--- config.mk ---
export PLATFORM = sky130hd
export DESIGN_NAME = latch_bank_rf_flat
export DESIGN_NICKNAME = d
export VERILOG_FILES = /design/src/rtl/latch_bank_rf_if.sv /design/src/rtl/latch_bank_rf.sv /design/src/flat_wrapper.sv
export SDC_FILE = /design/constraint.sdc
export NUM_CORES = 1
export LEC_CHECK = 0
export BUFFER_PORTS_ARGS = -buffer_cell sky130_fd_sc_hd__clkbuf_2
export CORE_ASPECT_RATIO = 1.2
export CORE_UTILIZATION = 50
export DETAILED_ROUTE_END_ITERATION = 7
export GPL_TIMING_DRIVEN = 1
export PLACE_DENSITY = 0.67
export SETUP_SLACK_MARGIN = 0.15
export SYNTH_ARGS = -nofsm -noshare
export SYNTH_HDL_FRONTEND = slang
export SYNTH_SLANG_ARGS = --single-unit
export TNS_END_PERCENT = 5
--- constraint.sdc ---
create_clock -name clk_i -period 2.65 [get_ports clk_i]
set_clock_uncertainty 0.15 [all_clocks]
set_input_delay 0.53 -clock clk_i [delete_from_list [all_inputs] [get_ports clk_i]]
set_output_delay 0.53 -clock clk_i [all_outputs]
set_load 0.05 [all_outputs]
--- src/rtl/latch_bank_rf_if.sv ---
// Write/read/clear bus of the latch_bank_rf storage bank.
// The master drives requests; the slave (the bank) returns status and read data.
interface latch_bank_rf_if #(
    parameter int unsigned WIDTH = 8,
    parameter int unsigned AW    = 4
);
    logic             wr_valid;
    logic             wr_ready;
    logic [AW-1:0]    wr_addr;
    logic [WIDTH-1:0] wr_data;
    logic             wr_err;
    logic [AW-1:0]    rd_addr;
    logic [WIDTH-1:0] rd_data;
    logic             rd_hit;
    logic             clr;
    logic             busy;

    modport master (
        output wr_valid,
        output wr_addr,
        output wr_data,
        output rd_addr,
        output clr,
        input  wr_ready,
        input  wr_err,
        input  rd_data,
        input  rd_hit,
        input  busy
    );

    modport slave (
        input  wr_valid,
        input  wr_addr,
        input  wr_data,
        input  rd_addr,
        input  clr,
        output wr_ready,
        output wr_err,
        output rd_data,
        output rd_hit,
        output busy
    );
endinterface

--- src/rtl/latch_bank_rf.sv ---
// Flop-based storage bank: DEPTH x WIDTH entries, one write port, one registered read
// port, per-entry valid bits and a sweeper that fills every entry with INIT_VAL after
// reset or a bulk-clear request. BYPASS=1 makes a same-cycle write visible to the read.
module latch_bank_rf #(
    parameter int unsigned      WIDTH    = 8,
    parameter int unsigned      DEPTH    = 16,
    parameter bit               BYPASS   = 1'b1,
    parameter logic [WIDTH-1:0] INIT_VAL = '0
) (
    input logic            clk_i,
    input logic            rst_i,
    latch_bank_rf_if.slave rf_if
);
    localparam int unsigned   AW      = $clog2(DEPTH);
    // DEPTH widened by one bit so address range checks work for power-of-2 depths too.
    localparam logic [AW:0]   DepthW  = (AW + 1)'(DEPTH);
    localparam logic [AW-1:0] LastIdx = AW'(DEPTH - 1);

    typedef enum logic {
        StSweep,
        StReady
    } state_e;

    state_e           state_q, state_d;
    logic [AW-1:0]    ptr_q, ptr_d;
    logic [WIDTH-1:0] mem_q [DEPTH];
    logic [DEPTH-1:0] valid_q, valid_d;
    logic [WIDTH-1:0] rd_data_q, rd_data_d;
    logic             rd_hit_q, rd_hit_d;
    logic             wr_err_q, wr_err_d;

    logic wr_ready;
    logic wr_fire;
    logic wr_in_range;
    logic rd_in_range;
    logic clear_all;
    logic same_addr;

    // Handshake and address qualification.
    always_comb begin
        wr_ready    = (state_q == StReady) && !rf_if.clr;
        wr_fire     = rf_if.wr_valid && wr_ready;
        wr_in_range = {1'b0, rf_if.wr_addr} < DepthW;
        rd_in_range = {1'b0, rf_if.rd_addr} < DepthW;
        clear_all   = (state_q == StReady) && rf_if.clr;
        same_addr   = rf_if.wr_addr == rf_if.rd_addr;
    end

    // Sweep/ready sequencing; CLR only matters once the sweep has finished.
    always_comb begin
        state_d = state_q;
        ptr_d   = ptr_q;
        unique case (state_q)
            StSweep: begin
                if (ptr_q == LastIdx) begin
                    state_d = StReady;
                    ptr_d   = '0;
                end else begin
                    ptr_d = ptr_q + AW'(1);
                end
            end
            StReady: begin
                if (rf_if.clr) begin
                    state_d = StSweep;
                    ptr_d   = '0;
                end
            end
        endcase
    end

    // State register and sweep pointer; reset restarts the sweep from entry 0.
    always_ff @(posedge clk_i) begin
        if (rst_i) begin
            state_q <= StSweep;
            ptr_q   <= '0;
        end else begin
            state_q <= state_d;
            ptr_q   <= ptr_d;
        end
    end

    // Valid bits: cleared in bulk, set by accepted in-range writes.
    always_comb begin
        valid_d = valid_q;
        if (clear_all) begin
            valid_d = '0;
        end else if (wr_fire && wr_in_range) begin
            valid_d[rf_if.wr_addr] = 1'b1;
        end
    end

    // Valid-bit register.
    always_ff @(posedge clk_i) begin
        if (rst_i) begin
            valid_q <= '0;
        end else begin
            valid_q <= valid_d;
        end
    end

    // Storage array; no reset because the sweeper initialises every entry.
    always_ff @(posedge clk_i) begin
        if (!rst_i) begin
            if (state_q == StSweep) begin
                mem_q[ptr_q] <= INIT_VAL;
            end else if (wr_fire && wr_in_range) begin
                mem_q[rf_if.wr_addr] <= rf_if.wr_data;
            end
        end
    end

    // Read mux: zero while sweeping or out of range, optional write-through otherwise.
    always_comb begin
        rd_data_d = '0;
        rd_hit_d  = 1'b0;
        wr_err_d  = wr_fire && !wr_in_range;
        if ((state_q == StReady) && rd_in_range) begin
            if (BYPASS && wr_fire && wr_in_range && same_addr) begin
                rd_data_d = rf_if.wr_data;
                rd_hit_d  = 1'b1;
            end else begin
                rd_data_d = mem_q[rf_if.rd_addr];
                rd_hit_d  = valid_q[rf_if.rd_addr];
            end
        end
    end

    // Registered read data, hit flag and write-error pulse.
    always_ff @(posedge clk_i) begin
        if (rst_i) begin
            rd_data_q <= '0;
            rd_hit_q  <= 1'b0;
            wr_err_q  <= 1'b0;
        end else begin
            rd_data_q <= rd_data_d;
            rd_hit_q  <= rd_hit_d;
            wr_err_q  <= wr_err_d;
        end
    end

    assign rf_if.wr_ready = wr_ready;
    assign rf_if.wr_err   = wr_err_q;
    assign rf_if.rd_data  = rd_data_q;
    assign rf_if.rd_hit   = rd_hit_q;
    assign rf_if.busy     = (state_q == StSweep);

endmodule

--- src/flat_wrapper.sv ---
// flat-port wrapper written by rule: the top's interface ports become plain ports
module latch_bank_rf_flat 
#(
    parameter int unsigned      WIDTH    = 8,
    parameter int unsigned      DEPTH    = 16,
    parameter bit               BYPASS   = 1'b1,
    parameter logic [WIDTH-1:0] INIT_VAL = '0
)
  (clk_i, rst_i, rf_if_wr_valid, rf_if_wr_addr, rf_if_wr_data, rf_if_rd_addr, rf_if_clr, rf_if_wr_ready, rf_if_wr_err, rf_if_rd_data, rf_if_rd_hit, rf_if_busy);
  latch_bank_rf_if #(.WIDTH(WIDTH), .AW(4)) rf_if_i ();
  input logic clk_i;
  input logic rst_i;
  input wire logic [$bits(rf_if_i.wr_valid)-1:0] rf_if_wr_valid;
  input wire logic [$bits(rf_if_i.wr_addr)-1:0] rf_if_wr_addr;
  input wire logic [$bits(rf_if_i.wr_data)-1:0] rf_if_wr_data;
  input wire logic [$bits(rf_if_i.rd_addr)-1:0] rf_if_rd_addr;
  input wire logic [$bits(rf_if_i.clr)-1:0] rf_if_clr;
  output wire logic [$bits(rf_if_i.wr_ready)-1:0] rf_if_wr_ready;
  output wire logic [$bits(rf_if_i.wr_err)-1:0] rf_if_wr_err;
  output wire logic [$bits(rf_if_i.rd_data)-1:0] rf_if_rd_data;
  output wire logic [$bits(rf_if_i.rd_hit)-1:0] rf_if_rd_hit;
  output wire logic [$bits(rf_if_i.busy)-1:0] rf_if_busy;
  assign rf_if_i.wr_valid = rf_if_wr_valid;
  assign rf_if_i.wr_addr = rf_if_wr_addr;
  assign rf_if_i.wr_data = rf_if_wr_data;
  assign rf_if_i.rd_addr = rf_if_rd_addr;
  assign rf_if_i.clr = rf_if_clr;
  assign rf_if_wr_ready = rf_if_i.wr_ready;
  assign rf_if_wr_err = rf_if_i.wr_err;
  assign rf_if_rd_data = rf_if_i.rd_data;
  assign rf_if_rd_hit = rf_if_i.rd_hit;
  assign rf_if_busy = rf_if_i.busy;
  latch_bank_rf #(.WIDTH(WIDTH), .DEPTH(DEPTH), .BYPASS(BYPASS), .INIT_VAL(INIT_VAL)) u_core (.clk_i(clk_i), .rst_i(rst_i), .rf_if(rf_if_i));
endmodule
==> metrics, run 1 <==
status finished clean; Leak roughly 2.4 nW; Critical Path Source u_core.state_q; R2R Path End u_core.mem_q[12][6]; critical path arrival ~2200 ps; Layout area overhead 15.2%; Hold-fix buffers, CTS 0; Nets 460; TritonCTS Buffers 17; WP data required 2540 ps; die width 106 um; pwr dens between 700 and 800 nW/um^2; Worst IR Drop VDD 0.345 mV; CTS resizes 0; #FFs+latches synth approximately 160; Initial Utilization 51.0%; wirelength, routed about 13000 um; max incr delay on CP slightly below 700 ps; setup_tns 0 ps; syn_area_per_cell approximately 16 um^2; Clock Pin Slew Worst Setup and Hold Paths 60 ps; most common cell after layout, fill and taps aside edfxtp_1; DIE AREA around 13000 um^2; port bufs 30; # setup viols final 0; vias in the first global route 3565; Synth Cell Area between 6000 and 7000 um^2; end of the critical path u_core.mem_q[12][6]; worst path cell trace and4bb_1 -> mux2_2 -> nand2_1 -> nor2_1; worst-path fanout max 8; DRT iter0 DRCs 330; Slew @ Worst Pin around 1200 ps; total power 5.47 mW; reg2reg path depth 4; drt first pass iters 4; final hold vios 0; core area ~13000 um^2; hold path depth 3; Chip Height between 100 and 150 um; layout cell share with drive strength beyond 1 25.2%; root buf cell clkbuf_16; Antenna Cells 0; Num Clock Sinks between 150 and 200; Max Clock Freq 435 MHz; first-pass GRT wire length 20400 um; maximum number of pins on one net before global-route repair 22; register area share after synthesis 69.1%; Yosys cell types between 40 and 50; drt wl/cell about 21 um; DRC 0; Worst Hold Class in2reg; r2r startpoint u_core.state_q; slew margin rel. 19.7%; routed vias/inst 5.75; GRT Util Overall approximately a fifth; total gr overflow 0; post-CTS setup buffers 0; cells after synthesis approximately 390; Final min period 2300 ps; Antenna Violating Nets Remaining 0; initial antenna violation count 0; RePlAce Congestion 0.811; Yosys Warn Count 0; fin crit share a little under 90%; total of max-cap violations 0; clock tree buffer depth 2; critical path type reg2reg; Post-DP HPWL approximately 8900 um; most frequent cells in the layout 128 x edfxtp_1, 45 x nor2_1, 30 x clkbuf_2, 30 x dfxtp_1, 29 x mux4_2; R2R Setup Slk between 300 and 400 ps; crit path launch type register; RSZ-0062 raised after global routing false; Ports 32; Slew Limit Fails 0; CTS tree built; htree depth 4; via count about 3500; Crit-path slowest cell nor2_1; # rows 45; Clk Latency, worst-skew pair roughly 420 ps; element type at the critical path end register; post-synth net total a little over 400
## worst min path at each step
stage,slack [ps],to,from
2_1_floorplan,280,u_core.valid_q[1],u_core.valid_q[1]
3_3_place_gp,290,u_core.valid_q[2],u_core.valid_q[2]
3_5_place_dp,300,u_core.valid_q[1],u_core.valid_q[1]
4_1_cts,230,u_core.rf_if.rd_data[3],rf_if_wr_data[3]
5_1_grt,240,u_core.rf_if.rd_data[3],rf_if_wr_data[3]
6_report,240,u_core.rf_if.rd_data[3],rf_if_wr_data[3]
## power by group
part / switching [mW] / internal [mW] / total, mW
sequential: 0.0147 / 2.68 / 2.70
combinational: 0.139 / 0.101 / 0.240
clock: 0.958 / 1.57 / 2.53
total: 1.11 / 4.35 / 5.47
## cell families (layout without fill, tap and decap cells)
group | Yosys count | count (layout) | synth area share, %
compound gates | 65 | 65 | 6.88
xor+xnor | 4 | 4 | 0.544
fa+ha+maj | 1 | 1 | 0.194
buf+inv | 38 | 98 | 3.50
flops | 158 | 158 | 69.1
mux | 40 | 40 | 13.9
other cells | 1 | 1 | 0.0583
simple gates | 85 | 85 | 5.85
## final cells by class
| type | instances | area, um^2 |
|---|---|---|
| Clock buffer | 17 | 425 |
| Clock inverter | 15 | 193 |
| Fill cell | 970 | 5200 |
| Inverter | 15 | 56.3 |
| Multi-Input combinational cell | 196 | 1770 |
| Sequential cell | 158 | 4440 |
| Tap cell | 164 | 205 |
| Timing Repair Buffer | 51 | 320 |
## Yosys cell counts, drive strengths merged
library cell	number	area, um^2
a211oi	1	7.51
a21oi	24	120
a221oi	10	93.8
a22o	8	70.1
a2bb2oi	1	8.76
a31oi	4	25.0
a32oi	2	17.5
and2	1	6.26
and2b	2	15.0
and4bb	1	12.5
buf	18	144
clkbuf	4	15.0
clkdlybuf4s25	1	10.0
conb	1	3.75
dfxtp	30	601
edfxtp	128	3840
ha	1	12.5
inv	15	56.3
mux2	1	11.3
mux2i	2	20.0
mux4	37	863
nand2	17	63.8
nand3	2	10.0
nand3b	1	7.51
nor2	45	169
nor2b	6	37.5
nor3	7	35.0
nor3b	1	7.51
o21ai	4	20.0
o22ai	9	56.3
o311ai	1	16.3
o31ai	1	7.51
or3	2	12.5
xor2	4	35.0
## layer usage
layer  GRT usage (%)  up-vias  routed length, um
li1                -     1636                  -
met2            34.7       85               6590
met3            4.81       17                399
met5               0        -                  0
met4            8.33        0                244
met1            27.8     1807               5740
## critical path, delay by kind of cell, from the launching register on
family	cells	cell delay [ps]
multiplexers	1	230
flip-flops	1	370
AND/OR/NAND/NOR	3	1180
## sequential cells by signal (all words and copies together) (netlist names)
name and flops:
u_core.ptr_q 4, u_core.mem_q 128, u_core.rf_if.rd_hit 1, u_core.rf_if.rd_data 8, u_core.valid_q 16, u_core.state_q 1
## metrics by stage
step,hold WS (ps),utilization (%),instance area [um^2],worst slack (ps),cells
after floorplan,278,-,6440,264,392
after detailed placement,302,53.9,6790,20.6,584
after global placement,290,53.9,6790,111,584
after CTS,226,58.8,7410,338,616
after global routing,242,58.8,7410,229,616
final,241,58.8,7410,351,616
No activity file was read; power rests on OpenSTA's default activity.
==> run 2: changes to the inputs <==
--- a/config.mk
+++ b/config.mk
@@ -6,11 +6,13 @@
 export NUM_CORES = 1
 export LEC_CHECK = 0
 export BUFFER_PORTS_ARGS = -buffer_cell sky130_fd_sc_hd__clkbuf_2
+export CELL_PAD_IN_SITES_DETAIL_PLACEMENT = 0
+export CELL_PAD_IN_SITES_GLOBAL_PLACEMENT = 2
 export CORE_ASPECT_RATIO = 1.2
-export CORE_UTILIZATION = 50
+export CORE_UTILIZATION = 45
 export DETAILED_ROUTE_END_ITERATION = 7
 export GPL_TIMING_DRIVEN = 1
-export PLACE_DENSITY = 0.67
+export PLACE_DENSITY_LB_ADDON = 0.1
 export SETUP_SLACK_MARGIN = 0.15
 export SYNTH_ARGS = -nofsm -noshare
 export SYNTH_HDL_FRONTEND = slang
==> metrics, run 2 (same netlist as run 1, synthesis figures left out) <==
max FFs per register ~130; routed vias/inst approximately 5.6; DIE AREA about 15000 um^2; WP data required around 2500 ps; root buf cell clkbuf_16; Post-DP HPWL 9180 um; RePlAce Congestion 0.781; Initial Utilization about 46%; drt wl/cell between 20 and 25 um; Nets 468; Top reg by flops u_core.mem_q; Final min period around 2400 ps; crit path launch type register; Slew Limit Fails 0; failing checks DRC; setup_tns 0 ps; Chip Height ~130 um; vias in the first global route 3757; layout cell share with drive strength beyond 1 between 20% and 30%; hold path depth 3; DRC 9; Worst IR Drop VDD between 0.3 and 0.4 mV; element type at the critical path end register; Fillers 1164; Antenna Cells 0; die width 111 um; htree depth 4; post-CTS setup buffers 0; total gr overflow 0; critical path type reg2reg; Num Clock Sinks around 160; Final Util 53.4%; Leak 2.36 nW; fin crit share between 90% and 100%; Sequential cell area around 4400 um^2; port bufs 30; Clock Pin Slew Worst Setup and Hold Paths 70 ps; Layout area overhead 15.2%; Ports 32; wirelength, routed ~14000 um; GRT Util Overall about 21%; # rows 47; status finished, violations left; Clk Latency, worst-skew pair roughly 430 ps; Max Clock Freq around 410 MHz; Worst Hold Class in2reg; most frequent cells in the layout 128 x edfxtp_1, 44 x nor2_1, 30 x clkbuf_2, 30 x dfxtp_1, 29 x mux4_2; final hold vios 0; DRT iter0 DRCs 204; drt first pass iters 7; maximum number of pins on one net before global-route repair 37; pwr dens approximately 690 nW/um^2; core area 13900 um^2; slew margin rel. between 30% and 40%; first-pass GRT wire length 21800 um; Antenna Violating Nets Remaining 0; critical path arrival about 2300 ps; worst-path fanout max 8; total of max-cap violations 0; via count roughly 3600; multi-input logic area 1770 um^2; CTS tree built; initial antenna violation count 0; Slew @ Worst Pin 907 ps; RSZ-0062 raised after global routing true; clock tree buffer depth 2; # setup viols final 0; TritonCTS Buffers 17; most common cell after layout, fill and taps aside edfxtp_1; reg2reg path depth 4
## run 2: changes by cell type in the layout (fill, tap and decap cells not counted)
cell and delta:
buf_12 +2, nor2_2 +1, clkbuf_1 +1, nor2_1 -1, buf_4 +6, clkinvlp_4 +2
bufinv_16 -4, clkinv_1 -3, clkinv_2 +4
## run 2: power breakdown
part           switching (mW)  total [mW]  internal (mW)
sequential             0.0157        2.70           2.68
clock                   0.979        2.17           1.19
combinational           0.148       0.262          0.114
## run 2: metrics by stage
step           total power [mW]  cell area [um^2]  instances  hold WS [ps]  setup slack (ps)
3_5_place_dp               3.02              6890        599           301              25.0
5_1_grt                    5.30              7420        631           220              57.9
6_report                   5.13              7420        631           219               230
3_3_place_gp               3.02              6890        599           293              14.5
2_1_floorplan              2.92              6440        392           278               264
4_1_cts                    5.18              7410        631           206               215
## run 2: routing by layer
| metal | track usage, % | routed length (um) | part of all wire (%) |
|---|---|---|---|
| met5 | 0 | 0 | 0 |
| met2 | 36.5 | 7590 | 54 |
| met4 | 7.58 | 197 | 1.4 |
| met3 | 4.81 | 519 | 3.7 |
| met1 | 24.8 | 5650 | 40 |
## run 2: path summary, 6_finish.rpt
path                                        start                       to  slack (ps)
worst min register to register  u_core.valid_q[4]        u_core.valid_q[4]         310
worst min-delay path             rf_if_wr_data[3]  u_core.rf_if.rd_data[3]         220
worst max-delay path               u_core.state_q      u_core.mem_q[15][3]         230
worst max register to register     u_core.state_q      u_core.mem_q[15][3]         230
## run 2: final cells by class
cell class                 instances  share of cell area (%)
sequential                       158                    59.9
inverter                          15                   0.759
timing repair buffer              59                    5.47
clock inverter                    14                    1.30
tap                              171                    2.89
clock buffer                      18                    5.79
multi-input combinational        196                    23.9
## run 2: critical path: stages (launching register included)
cell and delay [ps]:
dfxtp_1 460, and4bb_1 340, buf_4 180, a31oi_1 180, nor2_1 720
## run 2: timing repair
action	4_1_cts	5_1_grt
endpoints found under the setup margin	0	32
resized for setup	0	1
hold buffers	0	0
==> run 3: changes to the inputs <==
--- a/config.mk
+++ b/config.mk
@@ -13,6 +13,7 @@
 export DETAILED_ROUTE_END_ITERATION = 7
 export GPL_TIMING_DRIVEN = 1
 export PLACE_DENSITY_LB_ADDON = 0.1
+export RECOVER_POWER = 100
 export SETUP_SLACK_MARGIN = 0.15
 export SYNTH_ARGS = -nofsm -noshare
 export SYNTH_HDL_FRONTEND = slang
==> metrics, run 3 (same netlist as run 1, synthesis figures left out) <==
pwr dens ~700 nW/um^2; Antenna Violating Nets Remaining 0; Critical Path Source u_core.state_q; CTS tree built; vias in the first global route 3757; layout cell share with drive strength beyond 1 around 23%; GRT Util Overall approximately 21%; clock tree buffer depth 2; Post-DP HPWL 9180 um; DIE AREA 14800 um^2; crit path launch type register; r2r startpoint u_core.state_q; fin crit share 94.4%; TritonCTS Buffers 17; worst-path fanout max 8; RePlAce Congestion 0.781; htree depth 4; Layout area overhead 14.3%; fin worst setup slack ~150 ps; Slew Limit Fails 0; Slew @ Worst Pin roughly 930 ps; most common cell after layout, fill and taps aside edfxtp_1; Worst IR Drop VDD approximately 0.34 mV; setup_tns 0 ps; R2R Setup Slk 150 ps; worst path cell trace and4bb_1 -> clkbuf_1 -> a21oi_1 -> nor2_1; dpl cell area 6890 um^2; drt wl/cell between 20 and 25 um; Antenna Cells 0; final hold vios 0; Finished Cell Area roughly 7400 um^2; Crit-path slowest cell nor2_1; end of the critical path u_core.mem_q[12][4]; Setup WS pre-CTS approximately 25 ps; maximum number of pins on one net before global-route repair 37; Initial Utilization a little under half; Post-Place Cells between 500 and 600; Hold-fix buffers, CTS 0; post-CTS setup buffers 0; total of max-cap violations 0; Nets about 470; Num Clock Sinks approximately 160; Ports 32; routed vias/inst 5.68; R2R Path End u_core.mem_q[12][4]; Top reg by flops u_core.mem_q; # rows between 40 and 50; slew margin rel. 37.6%; RSZ-0062 raised after global routing true; status finished, violations left; # setup viols final 0; Max Clock Freq about 400 MHz; wirelength, routed roughly 14000 um; total gr overflow 0; reg2reg path depth 4; first-pass GRT wire length ~22000 um; Final min period ~2500 ps; critical path arrival 2390 ps; element type at the critical path end register; max incr delay on CP around 750 ps; Clock Pin Slew Worst Setup and Hold Paths about 60 ps; Chip Height roughly 130 um; non-filler cells, final roughly 630; via count 3586; initial antenna violation count 0; WP data required 2540 ps; max FFs per register around 130; Leak approximately 2.3 nW; port bufs 30; failing checks DRC; die width roughly 110 um; core area 13900 um^2; DRT iter0 DRCs 199; drt first pass iters 6; Clk Latency, worst-skew pair 430 ps; Worst Hold Class in2reg; critical path type reg2reg; most frequent cells in the layout 128 x edfxtp_1, 44 x nor2_1, 30 x dfxtp_1; DRC 9; root buf cell clkbuf_16
run 3: where the power goes:
part,switching (mW),leakage [nW],internal (mW)
Sequential,0.0158,1.21,2.68
Clock,0.981,0.246,1.19
Combinational,0.148,0.826,0.109
Total,1.14,2.29,3.98
run 3: per-layer routing:
layer / up-vias / global-route usage, % / part of all wire, %
met5: - / 0 / 0
met4: 0 / 7.58 / 1.7
met3: 18 / 4.81 / 4.0
met2: 88 / 36.5 / 54
met1: 1830 / 24.8 / 41
li1: 1650 / - / -
run 3: stage by stage:
stage | power (mW) | hold WS (ps) | utilization, %
after floorplan | 2.92 | 278 | -
after global placement | 3.02 | 293 | 49.6
after detailed placement | 3.02 | 301 | 49.6
after CTS | 5.18 | 206 | 53.4
after global routing | 5.29 | 220 | 53.0
final | 5.13 | 221 | 53.0
run 3: area by class of cell:
| cell class | instances | area, um^2 |
|---|---|---|
| well taps | 171 | 214 |
| repair buffers | 59 | 353 |
| fillers | 1179 | 6520 |
| clock inverters | 14 | 96.3 |
| clock buffers | 18 | 429 |
| flip-flops and latches | 158 | 4440 |
| inverters | 15 | 56.3 |
| multi-input cells | 196 | 1760 |
run 3: critical path: cells and delay by family (launching register included):
kind | cells | cell delay, ps
simple gates | 2 | 1090
flops | 1 | 460
buf+inv | 1 | 240
compound gates | 1 | 170
run 3: worst min path at each step:
stage,start,cells past startpoint,endpoint
global route,rf_if_wr_data[4],3,u_core.rf_if.rd_data[4]
floorplan,u_core.valid_q[1],2,u_core.valid_q[1]
global placement,u_core.valid_q[9],2,u_core.valid_q[9]
CTS,rf_if_wr_data[3],3,u_core.rf_if.rd_data[3]
detailed placement,u_core.valid_q[6],2,u_core.valid_q[6]
finish,rf_if_wr_data[3],3,u_core.rf_if.rd_data[3]
run 3: what timing repair did:
item,CTS,global route
endpoints found under the hold margin,0,0
resized for setup,0,1
endpoints found under the setup margin,0,32
